<file path="src/rtl/fetch_pkg.sv">
// Shared types and constants for the instruction fetch stage.
//   fetch_state_t    : fetch control state (BOOT, RUN, DRAIN)
//   RESET_PC_DEFAULT : default PC of the first fetch after reset
//   INSTR_NOP        : canonical RV32I NOP (addi x0, x0, 0)
//   FIFO_W           : width of one buffered entry, {pc, instr}
//   align_word()     : forces an address onto a word boundary
package fetch_pkg;

  typedef enum logic [1:0] {
    BOOT  = 2'd0,
    RUN   = 2'd1,
    DRAIN = 2'd2
  } fetch_state_t;

  localparam logic [31:0] RESET_PC_DEFAULT = 32'h0000_0000;
  localparam logic [31:0] INSTR_NOP        = 32'h0000_0013;
  localparam int          FIFO_W           = 64;

  function automatic logic [31:0] align_word(input logic [31:0] addr);
    return addr & 32'hFFFF_FFFC;
  endfunction

endpackage

</file>
<file path="src/rtl/fetch_fifo.sv">
// Small synchronous FIFO holding fetched {pc, instr} entries.
//   clk, rst_n  : clock, asynchronous active-low reset (pointers/count only)
//   flush       : synchronous clear; wins over push and pop in the same cycle
//   push        : write push_data at the tail
//   push_data   : entry to write
//   pop         : drop the head entry
//   head_data   : current head entry (meaningful only when !empty)
//   count       : number of valid entries, 0..DEPTH
//   full, empty : occupancy flags
// DEPTH must be a power of two so the pointers wrap naturally.
module fetch_fifo #(
  parameter int DEPTH = 2,
  parameter int WIDTH = 64
) (
  input  logic                   clk,
  input  logic                   rst_n,
  input  logic                   flush,
  input  logic                   push,
  input  logic [WIDTH-1:0]       push_data,
  input  logic                   pop,
  output logic [WIDTH-1:0]       head_data,
  output logic [$clog2(DEPTH):0] count,
  output logic                   full,
  output logic                   empty
);

  localparam int AW = $clog2(DEPTH);
  localparam logic [AW:0] DEPTH_C = (AW+1)'(DEPTH);

  logic [WIDTH-1:0] mem [DEPTH];
  logic [AW-1:0]    wr_ptr;
  logic [AW-1:0]    rd_ptr;
  logic             do_push;
  logic             do_pop;

  assign empty     = (count == '0);
  assign full      = (count == DEPTH_C);
  assign do_pop    = pop && !empty;
  // A full FIFO may still accept a push when the head leaves in the same cycle.
  assign do_push   = push && (!full || do_pop);
  assign head_data = mem[rd_ptr];

  always_ff @(posedge clk or negedge rst_n) begin
    if (!rst_n) begin
      wr_ptr <= '0;
      rd_ptr <= '0;
      count  <= '0;
    end else if (flush) begin
      wr_ptr <= '0;
      rd_ptr <= '0;
      count  <= '0;
    end else begin
      if (do_push) wr_ptr <= wr_ptr + AW'(1);
      if (do_pop)  rd_ptr <= rd_ptr + AW'(1);
      case ({do_push, do_pop})
        2'b10:   count <= count + (AW+1)'(1);
        2'b01:   count <= count - (AW+1)'(1);
        default: count <= count;
      endcase
    end
  end

  // Storage carries data only and is never reset.
  always_ff @(posedge clk) begin
    if (do_push && !flush) mem[wr_ptr] <= push_data;
  end

endmodule

</file>
<file path="src/rtl/fetch_unit.sv">
// Instruction fetch stage: owns the PC, issues word-aligned requests to
// instruction memory, buffers returned words and hands {instruction, instr_pc}
// to decode. Redirects flush the buffer and discard stale in-flight responses.
//   clk, rst_n                      : clock, asynchronous active-low reset
//   imem_req_valid/ready, imem_addr : request channel to instruction memory
//   imem_rsp_valid, imem_rsp_data   : in-order response channel
//   redirect_valid, redirect_pc     : taken branch / jump from execute
//   instr_valid/ready               : handshake toward decode
//   instruction, instr_pc           : head instruction word and its PC
module fetch_unit
  import fetch_pkg::*;
#(
  parameter logic [31:0] RESET_PC  = RESET_PC_DEFAULT,
  parameter int          BUF_DEPTH = 2
) (
  input  logic        clk,
  input  logic        rst_n,
  output logic        imem_req_valid,
  input  logic        imem_req_ready,
  output logic [31:0] imem_addr,
  input  logic        imem_rsp_valid,
  input  logic [31:0] imem_rsp_data,
  input  logic        redirect_valid,
  input  logic [31:0] redirect_pc,
  output logic        instr_valid,
  input  logic        instr_ready,
  output logic [31:0] instruction,
  output logic [31:0] instr_pc
);

  localparam int CNT_W = $clog2(BUF_DEPTH) + 1;
  localparam logic [CNT_W:0] DEPTH_L = (CNT_W+1)'(BUF_DEPTH);

  fetch_state_t state, state_nxt;

  logic [31:0]       fetch_pc;
  logic [31:0]       rsp_pc;
  logic [CNT_W-1:0]  outstanding;
  logic [CNT_W-1:0]  drop_cnt;
  logic [CNT_W-1:0]  fifo_count;
  logic [CNT_W-1:0]  out_after_rsp;
  logic [CNT_W:0]    in_use;
  logic              credit_ok;
  logic              req_fire;
  logic              rsp_drop;
  logic              rsp_push;
  logic              fifo_pop;
  logic              fifo_full;
  logic              fifo_empty;
  logic [FIFO_W-1:0] head_data;

  // Every requested word needs a guaranteed FIFO slot, so in-flight and
  // buffered words together may not exceed the buffer depth.
  assign in_use        = {1'b0, outstanding} + {1'b0, fifo_count};
  assign credit_ok     = (in_use < DEPTH_L);
  assign out_after_rsp = outstanding - CNT_W'(imem_rsp_valid);
  assign rsp_drop      = imem_rsp_valid && (drop_cnt != '0);
  assign rsp_push      = imem_rsp_valid && (drop_cnt == '0) && !redirect_valid;
  // A pop in a redirect cycle is swallowed by the flush inside the FIFO.
  assign fifo_pop      = instr_valid && instr_ready;
  assign req_fire      = imem_req_valid && imem_req_ready;
  assign imem_addr     = fetch_pc;

  always_ff @(posedge clk or negedge rst_n) begin
    if (!rst_n) state <= BOOT;
    else        state <= state_nxt;
  end

  // DRAIN is held exactly while stale responses remain to be discarded.
  always_comb begin
    state_nxt      = state;
    imem_req_valid = 1'b0;
    case (state)
      BOOT: begin
        state_nxt = RUN;
      end
      RUN: begin
        imem_req_valid = credit_ok && !redirect_valid;
        if (redirect_valid && (out_after_rsp != '0)) state_nxt = DRAIN;
      end
      DRAIN: begin
        imem_req_valid = credit_ok && !redirect_valid;
        if (redirect_valid) begin
          state_nxt = (out_after_rsp != '0) ? DRAIN : RUN;
        end else if (rsp_drop && (drop_cnt == CNT_W'(1))) begin
          state_nxt = RUN;
        end
      end
      default: begin
        state_nxt = BOOT;
      end
    endcase
  end

  always_ff @(posedge clk or negedge rst_n) begin
    if (!rst_n) begin
      fetch_pc    <= RESET_PC;
      rsp_pc      <= RESET_PC;
      outstanding <= '0;
      drop_cnt    <= '0;
    end else begin
      outstanding <= outstanding + CNT_W'(req_fire) - CNT_W'(imem_rsp_valid);
      if (redirect_valid) begin
        // Whatever is still in flight after this cycle belongs to the old path.
        drop_cnt <= out_after_rsp;
        fetch_pc <= align_word(redirect_pc);
        rsp_pc   <= align_word(redirect_pc);
      end else begin
        if (rsp_drop) drop_cnt <= drop_cnt - CNT_W'(1);
        if (req_fire) fetch_pc <= fetch_pc + 32'd4;
        if (rsp_push) rsp_pc   <= rsp_pc + 32'd4;
      end
    end
  end

  fetch_fifo #(
    .DEPTH (BUF_DEPTH),
    .WIDTH (FIFO_W)
  ) u_fifo (
    .clk       (clk),
    .rst_n     (rst_n),
    .flush     (redirect_valid),
    .push      (rsp_push),
    .push_data ({rsp_pc, imem_rsp_data}),
    .pop       (fifo_pop),
    .head_data (head_data),
    .count     (fifo_count),
    .full      (fifo_full),
    .empty     (fifo_empty)
  );

  // Head is masked while empty so the unreset storage never reaches decode.
  assign instr_valid = !fifo_empty;
  assign instruction = instr_valid ? head_data[31:0]  : 32'h0;
  assign instr_pc    = instr_valid ? head_data[63:32] : 32'h0;

  a_no_overflow: assert property (@(posedge clk) disable iff (!rst_n)
    (rsp_push && fifo_full) |-> fifo_pop);

  a_rsp_expected: assert property (@(posedge clk) disable iff (!rst_n)
    imem_rsp_valid |-> (outstanding != '0));

endmodule

</file>
<file path="config.mk">
export PLATFORM = sky130hd
export DESIGN_NAME = fetch_unit
export DESIGN_NICKNAME = d
export VERILOG_FILES = /design/src/rtl/fetch_pkg.sv /design/src/rtl/fetch_fifo.sv /design/src/rtl/fetch_unit.sv
export SDC_FILE = /design/constraint.sdc
export NUM_CORES = 1
export LEC_CHECK = 0
export BUFFER_PORTS_ARGS = -buffer_cell sky130_fd_sc_hd__buf_4
export CAP_MARGIN = 40
export CORE_MARGIN = 1
export CORE_UTILIZATION = 56
export DETAILED_ROUTE_END_ITERATION = 8
export PLACE_DENSITY = 0.85
export SLEW_MARGIN = 15
export SYNTH_ARGS = -nofsm -noshare
export SYNTH_HDL_FRONTEND = slang
export SYNTH_HIERARCHICAL = 1
export SYNTH_SLANG_ARGS = --single-unit
</file>
<file path="constraint.sdc">
create_clock -name clk -period 9.4 [get_ports clk]
set_clock_uncertainty 0.2 [all_clocks]
set_input_delay 0.47 -clock clk [delete_from_list [all_inputs] [get_ports clk]]
set_output_delay 0.47 -clock clk [all_outputs]
set_load 0.01 [all_outputs]
</file>
Word-level counts from Yosys, hierarchy flattened
Memory sizes are Yosys's and may differ from the RTL's.
Index checks and enable logic that the tools add are counted.
{ "classes": {"addsub": 11, "magnitude_cmp": 1, "eq_ne": 8, "n_mux": 22, "n_reduce_logical": 28} }
{ "op_table": {"columns": ["operator", "count"], "rows": [
  ["32-bit two-way mux", 6],
  ["32-bit by 3-bit adder with 32-bit output, second input constant", 2],
  ["2-bit two-way mux", 7],
  ["2-bit nonzero test", 7],
  ["1-bit logical AND", 11],
  ["1-bit two-way mux", 7],
  ["2-bit by 1-bit equality test with 1-bit output, second input constant", 3],
  ["2-bit equality test, second input constant", 3],
  ["2-bit logical NOT", 3],
  ["2-bit case mux with 3 select lines", 1],
  ["2-bit case mux with 2 select lines", 1],
  ["2-bit by 1-bit subtractor with 2-bit output", 2],
  ["2-bit by 1-bit subtractor with 2-bit output, second input constant", 2],
  ["2-bit by 2-bit adder with 3-bit output", 1],
  ["1-bit logical NOT", 3],
  ["3-bit by 2-bit < comparator with 1-bit output, second input constant", 1],
  ["3-bit inequality test, second input constant", 1],
  ["3-bit nonzero test", 1],
  ["1-bit adder, second input constant", 2],
  ["2-bit by 1-bit adder with 2-bit output", 1],
  ["2-bit by 1-bit adder with 2-bit output, second input constant", 1],
  ["2-bit inequality test, second input constant", 1],
  ["2-bit AND reduction", 1],
  ["2-bit OR reduction", 1],
  ["1-bit logical OR", 1]
]} }
{ "totals": {"ff_bits": 74, "ramBits": 128, "input_bits": 70, "wordCells": 79, "n_memories": 1} }
{ "memory_table": {"columns": ["name", "depth", "word_bits", "read_ports", "rd_clocked_by_memory_dff", "write_ports", "line", "source"], "rows": [
  ["u_fifo.mem", 2, 64, 1, 0, 1, "fetch_fifo.sv:30", "logic [WIDTH-1:0] mem [DEPTH];"]
]} }

Logic depth before layout (Yosys ltp)
{ "logic_depth": {"depth_word": 9, "ltp_mapped": 12, "ltp_nobuf": 10} }

Modules after synthesis
The synthesis kept the hierarchy.
{ "by_module_without_submodules": {"columns": ["module", "instances", "cells_each", "area_each_um2"], "rows": [
  ["fetch_fifo", 1, 224, 5064.9],
  ["fetch_unit", 1, 500, 4281.6]
]} }

Least setup slack after synthesis
Ideal clock, no wire load.
{ "synth_timing": {"path_type": "input to register", "from": "in redirect_valid", "to": "mem u_fifo.mem[1][0] (enable)", "setup_ns": 0.578, "arrival_time_ns": 5.910, "path_slack_ns": 2.712, "stages": 5, "path_buffers": 2, "cell_sequence": "clkbuf_1 -> clkbuf_1 -> nor2_1 -> o21ai_2 -> nor3b_1"} }
{ "synth_via": {"elab_chain_len": 6} }
{ "synth_lines": {"columns": ["element", "line", "source"], "rows": [
  ["start, declared", "fetch_unit.sv:23", "input logic redirect_valid,"],
  ["1-bit logical NOT", "fetch_unit.sv:58", "assign rsp_push = imem_rsp_valid && (drop_cnt == '0) && !redirect_valid;"],
  ["1-bit logical AND", "fetch_unit.sv:58", null],
  ["named net rsp_push", "fetch_unit.sv:46", "logic rsp_push;"],
  ["1-bit logical AND", "fetch_fifo.sv:40", "assign do_push = push && (!full || do_pop);"],
  ["1-bit logical AND", "fetch_fifo.sv:65", "if (do_push && !flush) mem[wr_ptr] <= push_data;"],
  ["1-bit two-way mux", "fetch_fifo.sv:65", null],
  ["1-bit two-way mux (implied by the code)", "fetch_fifo.sv:65", null],
  ["end, declared", "fetch_fifo.sv:30", null]
]} }
The timed path passes the listed nets, and every way through them passes these cells.

Worst setup path after layout
{ "layout_timing": {"from": "reg u_fifo.count[0]", "to": "reg outstanding[1]"} }
{ "layout_via": {"elab_chain_len": 7} }
{ "layout_lines": {"columns": ["element", "line", "source"], "rows": [
  ["start, declared", "fetch_fifo.sv:22", "output logic [$clog2(DEPTH):0] count,"],
  ["start signal, assigned", "fetch_fifo.sv:56", "2'b10: count <= count + (AW+1)'(1);"],
  ["start signal, assigned", "fetch_fifo.sv:57", "2'b01: count <= count - (AW+1)'(1);"],
  ["start signal, assigned", "fetch_fifo.sv:58", "default: count <= count;"],
  ["2-bit by 2-bit adder with 3-bit output", "fetch_unit.sv:54", "assign in_use = {1'b0, outstanding} + {1'b0, fifo_count};"],
  ["3-bit by 2-bit < comparator with 1-bit output", "fetch_unit.sv:55", "assign credit_ok = (in_use < DEPTH_L);"],
  ["1-bit logical AND", "fetch_unit.sv:78, fetch_unit.sv:82", null],
  ["1-bit two-way mux", null, null],
  ["1-bit logical AND", "fetch_unit.sv:61", "assign req_fire = imem_req_valid && imem_req_ready;"],
  ["2-bit by 1-bit adder with 2-bit output", "fetch_unit.sv:102", "outstanding <= outstanding + CNT_W'(req_fire) - CNT_W'(imem_rsp_valid);"],
  ["2-bit by 1-bit subtractor with 2-bit output", "fetch_unit.sv:102", null],
  ["end signal, assigned", "fetch_unit.sv:102", null],
  ["end, declared", "fetch_unit.sv:38", "logic [CNT_W-1:0] outstanding;"]
]} }
Every way passes these cells.
A chain may end at the register's enable or synchronous reset.

==> metrics.txt <==
commonest non-fill, non-tap cells in the layout 168 x buf_4, 128 x edfxtp_1, 69 x dfrtp_1; Syn Std Cell Area ~9300 um^2; cell area after layout ~11000 um^2; max_cap viols 0; Post-Syn Area per Cell about 13 um^2; Die Wd ~130 um; via/cell ratio 5.74; Final ANT Viol Nets 0; Mapped Cells between 700 and 800; Slew HR between 40% and 50%; crit path DAT 3950 ps; synth unique cells 57; post-placement cell area ~11000 um^2; Setup Buffers After CTS 0; status complete, no violations; endpoint with the worst hold slack u_fifo/mem[0][28]; FMAX 0.263 GHz; Post-Route WL 19300 um; Clk Latency, worst-skew pair roughly 420 ps; CTS Buf Count 17; post-route minimum period between 3000 and 4000 ps; drt initial violations 537; multi-input logic area 3530 um^2; Sink Count 198; Final #Nets 972; Critical Path Sink Type flop; Yosys top cell area share roughly two fifths; DRC viols 0; FF-to-FF End outstanding[1]; Reg clk slew, reported paths approximately 70 ps; setup_tns 0 ps; Int Power 1620 uW; reg-to-reg startpoint u_fifo/count[0]; Max IR drop VDD approximately 0.15 mV; First-pass DRT Iterations 5; Seq/Total Area, Yosys 59.9%; Finish-stage setup viols 0; Clk pwr share between 30% and 40%; setup ws final between 5000 and 6000 ps; final design utilization slightly above 70%; Overflow after GRT 0; vias post-DR around 6400; worst reg2reg setup slack about 5600 ps; Area growth syn-to-layout 22.6%; Post-synth ARST share 35.4%; final hold viol count 0; highest-delay cell along the critical path and2_1; dpl ws between 5000 and 6000 ps; measured slew at the worst slew-check pin 851 ps; GPL Wtd Cong 0.872; share of layout cells above drive strength 1 between 30% and 40%; CTS tree yes; CP max stage delay ~600 ps; Post-synth EDFFs approximately 130; Worst Hold Depth 1; leakage power 0.00450 uW; first-pass GRT wire length just over 30000 um; CP delay by family, top simple AND/OR/NAND/NOR gates; WS Path Type reg2reg; hold_sp imem_rsp_data[28]; IO Count approximately 170; Total GRT Usage a little under a quarter; htree depth 4; Fillers 1120; worst path required time 9550 ps; Comb pwr share between 15 and 20%; die area ~17000 um^2; maximum number of pins on one net before global-route repair 73; PostCTS Resize Cnt 0; hpwl dp roughly 13000 um; Die Y-Extent ~130 um; Switching Power about 570 uW; Starting Density 58.0%; worst-case clock buffer depth 2; Pins Over Slew Limit 0; Root Buffer clkbuf_16; diode count 0; dpl cells approximately 1100; Core Area about 16000 um^2; crit path cell chain and2_1 -> fa_1 -> nor4b_2 -> and2_1 -> inv_2 -> ha_1 -> inv_1 -> ha_1 -> xnor2_1 -> xnor2_1; CP max FO 27; main flop type after synthesis edfxtp_1; std cell rows 46; Reg power frac about half; WP buf/inv 2; Finished Layout Cells between 1000 and 1500; register area ~5600 um^2; crit start category flop; PD cells roughly 190 nW/um^2; number of global-route vias before repair 6070; Reg2Reg Depth 10; min-delay worst type in2reg; fin crit share between 40% and 50%; largest area contributor in the netlist edfxtp_1; switching portion of total power 26.2%; commonest non-fill, non-tap cell in the layout buf_4; Yosys reg bits between 150 and 200; Avg WL per Cell roughly 17 um; Warnings, synthesis 6; RSZ-0062 raised after global routing no; number of I/O port buffers ~160; top cells by area, synth edfxtp_1 41%, dfrtp_1 19%, mux2_4 8.2%, nor2b_1 4.4%, o21ai_0 2.7%; initial antenna violation count 0
[area by class of cell]
cell class / instances / area share, %
clock buffers: 18 / 3.75
clock inverters: 14 / 1.59
inverters: 16 / 0.524
multi-input cells: 484 / 30.8
flip-flops and latches: 198 / 48.9
well taps: 216 / 2.36
repair buffers: 173 / 12.1
[sequential cells by signal, indices dropped and copies added, names as in the netlist]
register       cells
u_fifo/wr_ptr      1
rsp_pc            30
imem_addr         30
outstanding        2
u_fifo/rd_ptr      1
state              2
drop_cnt           2
u_fifo/mem       128
u_fifo/count       2
[metal layers]
metal / track usage (%) / part of all wire, % / vias to the layer above
met2: 35.5 / 46 / 315
met4: 7.58 / 1.4 / 0
met5: 0 / 0 / -
met1: 32.7 / 44 / 3113
li1: - / - / 2975
met3: 4.44 / 7.9 / 23
[per-stage QoR]
step	total power [uW]	hold slack [ps]
4_1_cts	2200	12.3
2_1_floorplan	1300	-25.6
3_5_place_dp	1460	188
5_1_grt	2280	13.8
3_3_place_gp	1440	278
6_report	2190	28.0
[Yosys cell counts (all sizes together), types with 3 or more instances]
library cell  instances
xor2                 26
o21ai                51
buf                  14
nor2b                66
nor2                 30
o211ai               11
nand2                67
nand3                34
mux2                 67
nor3                  8
ha                   11
inv                  15
or4                   3
and3                 10
nand4                21
a211oi                3
o311ai               10
and2                  4
nor4                  5
xnor2                 9
a21oi                13
nand2b                3
edfxtp              128
a31oi                 4
clkbuf               17
dfrtp                70
[cells by family after synthesis]
kind of cell             Yosys count  synth area share (%)
AND/OR/NAND/NOR                  261                  15.5
flip-flops                       198                  59.9
multiplexers                      68                  10.2
adder cells (fa/ha/maj)           12                  1.69
buffers and inverters             47                  2.72
XOR/XNOR                          35                  3.28
AO/OA/AOI/OAI                    102                  6.71
other                              1                0.0401
[repair_timing]
action                                 CTS  global route
endpoints found under the hold margin   20             0
setup endpoints to repair                0             0
hold buffers                             1             0
[worst max-delay path by stage]
stage / start / to / cells after the start
after floorplan: redirect_valid / u_fifo/mem[1][0] / 5
after global placement: u_fifo/count[0] / outstanding[1] / 10
after detailed placement: u_fifo/count[0] / outstanding[1] / 10
after CTS: u_fifo/count[0] / outstanding[1] / 10
after global routing: u_fifo/count[0] / outstanding[1] / 10
final: u_fifo/count[0] / outstanding[1] / 10
[power groups by stage]
stage               logic [uW]  registers [uW]  clock network [uW]
floorplan                  217            1080                   0
global placement           352            1080                   0
detailed placement         370            1090                   0
CTS                        373            1070                 754
global route               412            1080                 784
finish                     375            1080                 742
Power figures use the tool's default switching activity.
